**src/rtl/conv_viterbi_codec.sv**
```systemverilog
// Rate-1/2, K=3 convolutional encoder (generators 7,5 octal) and a matching
// 4-state hard-decision Viterbi decoder with register-exchange survivors.
module conv_viterbi_codec #(
  parameter int unsigned TB_DEPTH = 16,
  parameter int unsigned PM_W     = 8
) (
  input  logic       clk,
  input  logic       rst,
  input  logic       enc_enable_i,
  input  logic       enc_d_in,
  output logic       enc_valid_o,
  output logic [1:0] enc_d_out,
  input  logic       dec_enable,
  input  logic [1:0] dec_d_in,
  output logic       dec_d_out
);

  // Two guard bits so PM + BM never overflows before saturation.
  localparam int unsigned CW = PM_W + 2;
  localparam logic [PM_W-1:0] PM_MAX  = {PM_W{1'b1}};
  localparam logic [PM_W-1:0] PM_INIT = {2'b01, {(PM_W - 2){1'b0}}};

  // Hamming distance between two 2-bit symbols.
  function automatic logic [1:0] hamming(input logic [1:0] a, input logic [1:0] b);
    logic [1:0] t;
    t = a ^ b;
    return {t[1] & t[0], t[1] ^ t[0]};
  endfunction

  // ---------------------------------------------------------------------------
  // Encoder
  // ---------------------------------------------------------------------------
  logic [1:0] enc_state_q;
  logic [1:0] enc_sym_q;
  logic       enc_valid_q;

  // Shift the data bit into the encoder state and register the code symbol.
  always_ff @(posedge clk or negedge rst) begin
    if (!rst) begin
      enc_state_q <= 2'b00;
      enc_sym_q   <= 2'b00;
      enc_valid_q <= 1'b0;
    end else begin
      enc_valid_q <= enc_enable_i;
      if (enc_enable_i) begin
        enc_sym_q   <= {enc_d_in ^ enc_state_q[1] ^ enc_state_q[0], enc_d_in ^ enc_state_q[0]};
        enc_state_q <= {enc_d_in, enc_state_q[1]};
      end
    end
  end

  assign enc_valid_o = enc_valid_q;
  assign enc_d_out   = enc_sym_q;

  // ---------------------------------------------------------------------------
  // Decoder
  // ---------------------------------------------------------------------------
  logic [PM_W-1:0]     pm_q   [4];
  logic [PM_W-1:0]     pm_d   [4];
  logic [TB_DEPTH-1:0] surv_q [4];
  logic [TB_DEPTH-1:0] surv_d [4];
  logic [CW-1:0]       acc    [4];
  logic [CW-1:0]       min_acc;
  logic                dec_out_q;
  logic                dec_out_d;

  // Add-compare-select for every next state n = {d, x}; predecessors are {x,0} and {x,1}.
  always_comb begin
    logic [1:0]    nn;
    logic [1:0]    pa;
    logic [1:0]    pb;
    logic [1:0]    sel;
    logic [CW-1:0] ca;
    logic [CW-1:0] cb;
    nn  = 2'b00;
    pa  = 2'b00;
    pb  = 2'b00;
    sel = 2'b00;
    ca  = '0;
    cb  = '0;
    min_acc = '1;
    for (int n = 0; n < 4; n++) begin
      nn = 2'(n);
      pa = {nn[0], 1'b0};
      pb = {nn[0], 1'b1};
      ca = {2'b00, pm_q[pa]} + CW'(hamming(dec_d_in, {nn[1] ^ nn[0], nn[1]}));
      cb = {2'b00, pm_q[pb]} + CW'(hamming(dec_d_in, {~(nn[1] ^ nn[0]), ~nn[1]}));
      // Ties resolve to the predecessor whose oldest bit is 0.
      if (cb < ca) begin
        sel    = pb;
        acc[n] = cb;
      end else begin
        sel    = pa;
        acc[n] = ca;
      end
      surv_d[n] = {surv_q[sel][TB_DEPTH-2:0], nn[1]};
      if (acc[n] < min_acc) min_acc = acc[n];
    end
  end

  // Normalise so the best metric is 0, then saturate instead of wrapping.
  always_comb begin
    logic [CW-1:0] norm;
    norm = '0;
    for (int n = 0; n < 4; n++) begin
      norm    = acc[n] - min_acc;
      pm_d[n] = (norm > {2'b00, PM_MAX}) ? PM_MAX : norm[PM_W-1:0];
    end
  end

  // Output the oldest survivor bit of the currently best state (lowest index on ties).
  always_comb begin
    logic [1:0]      best;
    logic [PM_W-1:0] best_pm;
    best    = 2'b00;
    best_pm = pm_q[0];
    for (int n = 1; n < 4; n++) begin
      if (pm_q[n] < best_pm) begin
        best    = 2'(n);
        best_pm = pm_q[n];
      end
    end
    dec_out_d = surv_q[best][TB_DEPTH-1];
  end

  // Decoder state advances only on enabled symbols.
  always_ff @(posedge clk or negedge rst) begin
    if (!rst) begin
      for (int i = 0; i < 4; i++) begin
        pm_q[i]   <= (i == 0) ? '0 : PM_INIT;
        surv_q[i] <= '0;
      end
      dec_out_q <= 1'b0;
    end else if (dec_enable) begin
      for (int i = 0; i < 4; i++) begin
        pm_q[i]   <= pm_d[i];
        surv_q[i] <= surv_d[i];
      end
      dec_out_q <= dec_out_d;
    end
  end

  assign dec_d_out = dec_out_q;

endmodule

```
**config.mk**
```make
export PLATFORM = sky130hd
export DESIGN_NAME = conv_viterbi_codec
export DESIGN_NICKNAME = d
export VERILOG_FILES = /design/src/rtl/conv_viterbi_codec.sv
export SDC_FILE = /design/constraint.sdc
export NUM_CORES = 1
export LEC_CHECK = 0
export ABC_AREA = 1
export CORE_MARGIN = 2
export CORE_UTILIZATION = 60
export CTS_CLUSTER_DIAMETER = 30
export DETAILED_ROUTE_END_ITERATION = 6
export PLACE_DENSITY = 0.78
export SYNTH_ARGS = -nofsm -noshare
export SYNTH_HDL_FRONTEND = slang
export SYNTH_SLANG_ARGS = --single-unit
export TNS_END_PERCENT = 50
```
**constraint.sdc**
```tcl
create_clock -name clk -period 24.9 [get_ports clk]
set_input_delay 7.47 -clock clk [delete_from_list [all_inputs] [get_ports clk]]
set_output_delay 7.47 -clock clk [all_outputs]
set_load 0.05 [all_outputs]
```
==> out/results.ini <==
[global_routing]
grt_max_degree = 96
antenna_found_initial = 0
grt_pass1_wl_mm = 49.2
grt_usage = 0.343
grt_overflow = 0
grt_pass1_vias = 9471

[synthesis]
synth_edf_count = 0
synthCells = 1611
async_flop_share = 1.00
synthAdderAreaFrac = 0.143
synth_simple_gate_area_share = 0.326
synthesis.area_sq_um = 10500
synthXorXnorAreaFrac = 0.0392
synth_mux_area_frac = 0
syn-num-nets = 1738
synth_cell_types = 49
synth_compound_area_frac = 0.160
yosys_warnings = 0
synthFlopType = dfrtp_1
avgSynthCellArea_sq_um = 6.51
synth-seq-cells = 97
seq_area_frac_synth = 0.232
synth_top_family_by_area = simple AND/OR/NAND/NOR gates

[clock_network]
cts_tree = done
ctsResizeCount = 0
cts_root_buf = clkbuf_16
htree_levels = 3
cts_buffers = 9
clk_latency_ns = 0.36
post_cts_buffers = 0
clk_path_buf_depth = 2
cts_hold_buf = 0
clock_sinks = 97
clk_pin_slew_worst_paths_ns = 0.07

[sta]
hold_viol_final = 0
rsz0062_at_grt = no
max_freq_ghz = 0.0529
post-route-period-util = 0.760
tightest_slew_ns = 1.28
slew_headroom = 0.136
fin_setup_tns_ns = 0
maxSlewViolCount = 0
period_minus_slack_ns = 18.92
finalSetupViolations = 0
hold_slack_ns = 0.470
layout_setup_ws_ns = 5.98
skew_ns = 0.00777

[place]
gp_congestion = 0.994
dp.cells = 1811
place_hpwl_mm = 24.5
io_buffers = 10
pre_cts_slack_ns = 5.79

[layout]
drive_above_1_share = 0.0693
diodes = 0
final-seq-area_sq_um = 2430
nets = 1724
multi_input_area_sq_um = 7010
finalNonFillerCells = 1827
fillers = 1638
area_delta_synth_final_pct = 5.35

[drt]
vias_per_cell = 5.66
drc_errors = 1
vias = 10300
first_iter_violations = 724
first_pass_iters = 7
wire_per_inst_microns = 16.9
drt-total-wl_mm = 30.8
ant_nets = 0

[floorplanning]
initial_core_util = 0.611
dieWidth_microns = 136
rows = 48
die_area_sq_um = 18600
core_area_sq_um = 17200
die_h_microns = 136
io_pins = 11

[setup_path]
max_stage_delay_ns = 0.91
startpoint_type = input port
required_ns = 25.16
path_common_cell = nand2_1
worstPathMaxFanout = 26
worstSetupPathType = in2reg
cp.arrival_ns = 19.17
end_kind = flop
crit_slowest_cell = o21ai_0

[hold_path]
hp-class = reg2reg

[run]
maxCapViolations = 0

[status]
violations = design-rule violations
outcome = complete, but fails checks

cells in the final DEF, fill, tap and decap left out, types with 9 or more instances in the layout:
| cell | synthesis | layout |
|---|---|---|
| clkbuf_16 | 0 | 9 |
| nand4_1 | 18 | 18 |
| nand2_2 | 23 | 23 |
| xor2_1 | 43 | 43 |
| a21oi_1 | 96 | 96 |
| nor2_1 | 129 | 129 |
| nand2_4 | 9 | 9 |
| nand2_1 | 424 | 424 |
| ha_1 | 120 | 120 |
| o21ai_0 | 171 | 171 |
| inv_1 | 217 | 217 |
| o21bai_1 | 12 | 12 |
| nor3_1 | 13 | 13 |
| inv_2 | 9 | 9 |
| nand3b_1 | 9 | 9 |
| dfrtp_1 | 94 | 94 |
| nand3_2 | 13 | 13 |
| nand3_1 | 96 | 96 |
cell type report:
| class | count | share of cell area |
|---|---|---|
| Clock inverter | 7 | 0.00871 |
| Tap cell | 225 | 0.0255 |
| Clock buffer | 9 | 0.0204 |
| Multi-Input combinational cell | 1242 | 0.634 |
| Timing Repair Buffer | 17 | 0.0131 |
| Sequential cell | 97 | 0.220 |
| Inverter | 230 | 0.0783 |
routing by layer:
layer	routed length, microns	GRT usage	share of wire	vias to the layer above
li1	-	-	-	5197
met1	14100	0.467	0.46	4777
met2	14100	0.556	0.46	304
met3	1580	0.0459	0.051	60
met4	1100	0.124	0.036	0
met5	0	0	0	-
registers in the layout (all words and copies together) (netlist names):
signal	count
pm_q	32
dec_d_out	1
enc_d_out	2
surv_q	59
enc_valid_o	1
enc_state_q	2
synthesized netlist by cell type, types with 3 or more instances:
cell | n | share of area
a21o_1 | 3 | 0.0021
and2_1 | 4 | 0.0024
inv_1 | 217 | 0.078
clkinv_1 | 3 | 0.0011
clkbuf_1 | 36 | 0.013
nand2_2 | 23 | 0.014
dfrtp_1 | 94 | 0.22
ha_1 | 120 | 0.14
o21ai_0 | 171 | 0.082
o21ai_1 | 5 | 0.0024
nand3_4 | 3 | 0.0050
or2_2 | 6 | 0.0036
a21oi_1 | 96 | 0.046
buf_6 | 3 | 0.0032
nand4_1 | 18 | 0.011
nand2_1 | 424 | 0.15
o211ai_1 | 4 | 0.0029
nor2_2 | 7 | 0.0042
nand3_1 | 96 | 0.046
o21bai_1 | 12 | 0.0086
nand3b_1 | 9 | 0.0064
nor2_1 | 129 | 0.046
dfstp_2 | 3 | 0.0075
nand3_2 | 13 | 0.012
xnor2_1 | 4 | 0.0033
inv_2 | 9 | 0.0032
o21a_1 | 5 | 0.0036
o21ai_2 | 4 | 0.0033
nor3_1 | 13 | 0.0062
nand2_4 | 9 | 0.0097
xor2_1 | 43 | 0.036
critical path: cells and delay by family:
kind / cells / cell delay, ns
buf+inv: 9 / 1.74
fa+ha+maj: 9 / 2.71
compound gates: 11 / 3.72
simple gates: 29 / 3.51
stage by stage:
| stage | cell area (sq um) | util |
|---|---|---|
| floorplan | 10500 | - |
| finish | 11100 | 0.644 |
| CTS | 11100 | 0.644 |
| global route | 11100 | 0.644 |
| detailed placement | 10700 | 0.625 |
| global placement | 10700 | 0.625 |
cell families (layout without fill, tap and decap cells):
family | count (synthesis) | count (layout)
buf+inv | 272 | 263
flops | 97 | 97
simple gates | 762 | 762
compound gates | 313 | 313
xor+xnor | 47 | 47
fa+ha+maj | 120 | 120
final timing paths:
check                                       start                     end  slack, ns  depth (start not counted)
max in group asynchronous                     rst  surv_q[39]$_DFFE_PN0P_      16.62                          2
min in group asynchronous                     rst    pm_q[21]$_DFFE_PN0P_       7.05                          1
setup reg to reg              pm_q[1]$_DFFE_PN0P_    pm_q[12]$_DFFE_PN0P_      13.69                         55
hold reg to reg            surv_q[33]$_DFFE_PN0P_  surv_q[33]$_DFFE_PN0P_       0.47                          2
setup / recovery                      dec_d_in[0]    pm_q[12]$_DFFE_PN0P_       5.98                         58
hold / removal             surv_q[33]$_DFFE_PN0P_  surv_q[33]$_DFFE_PN0P_       0.47                          2
Power is left out: the tool's default activity adds up to more than one toggle a clock period on the data nets, which glitch-free logic cannot reach.
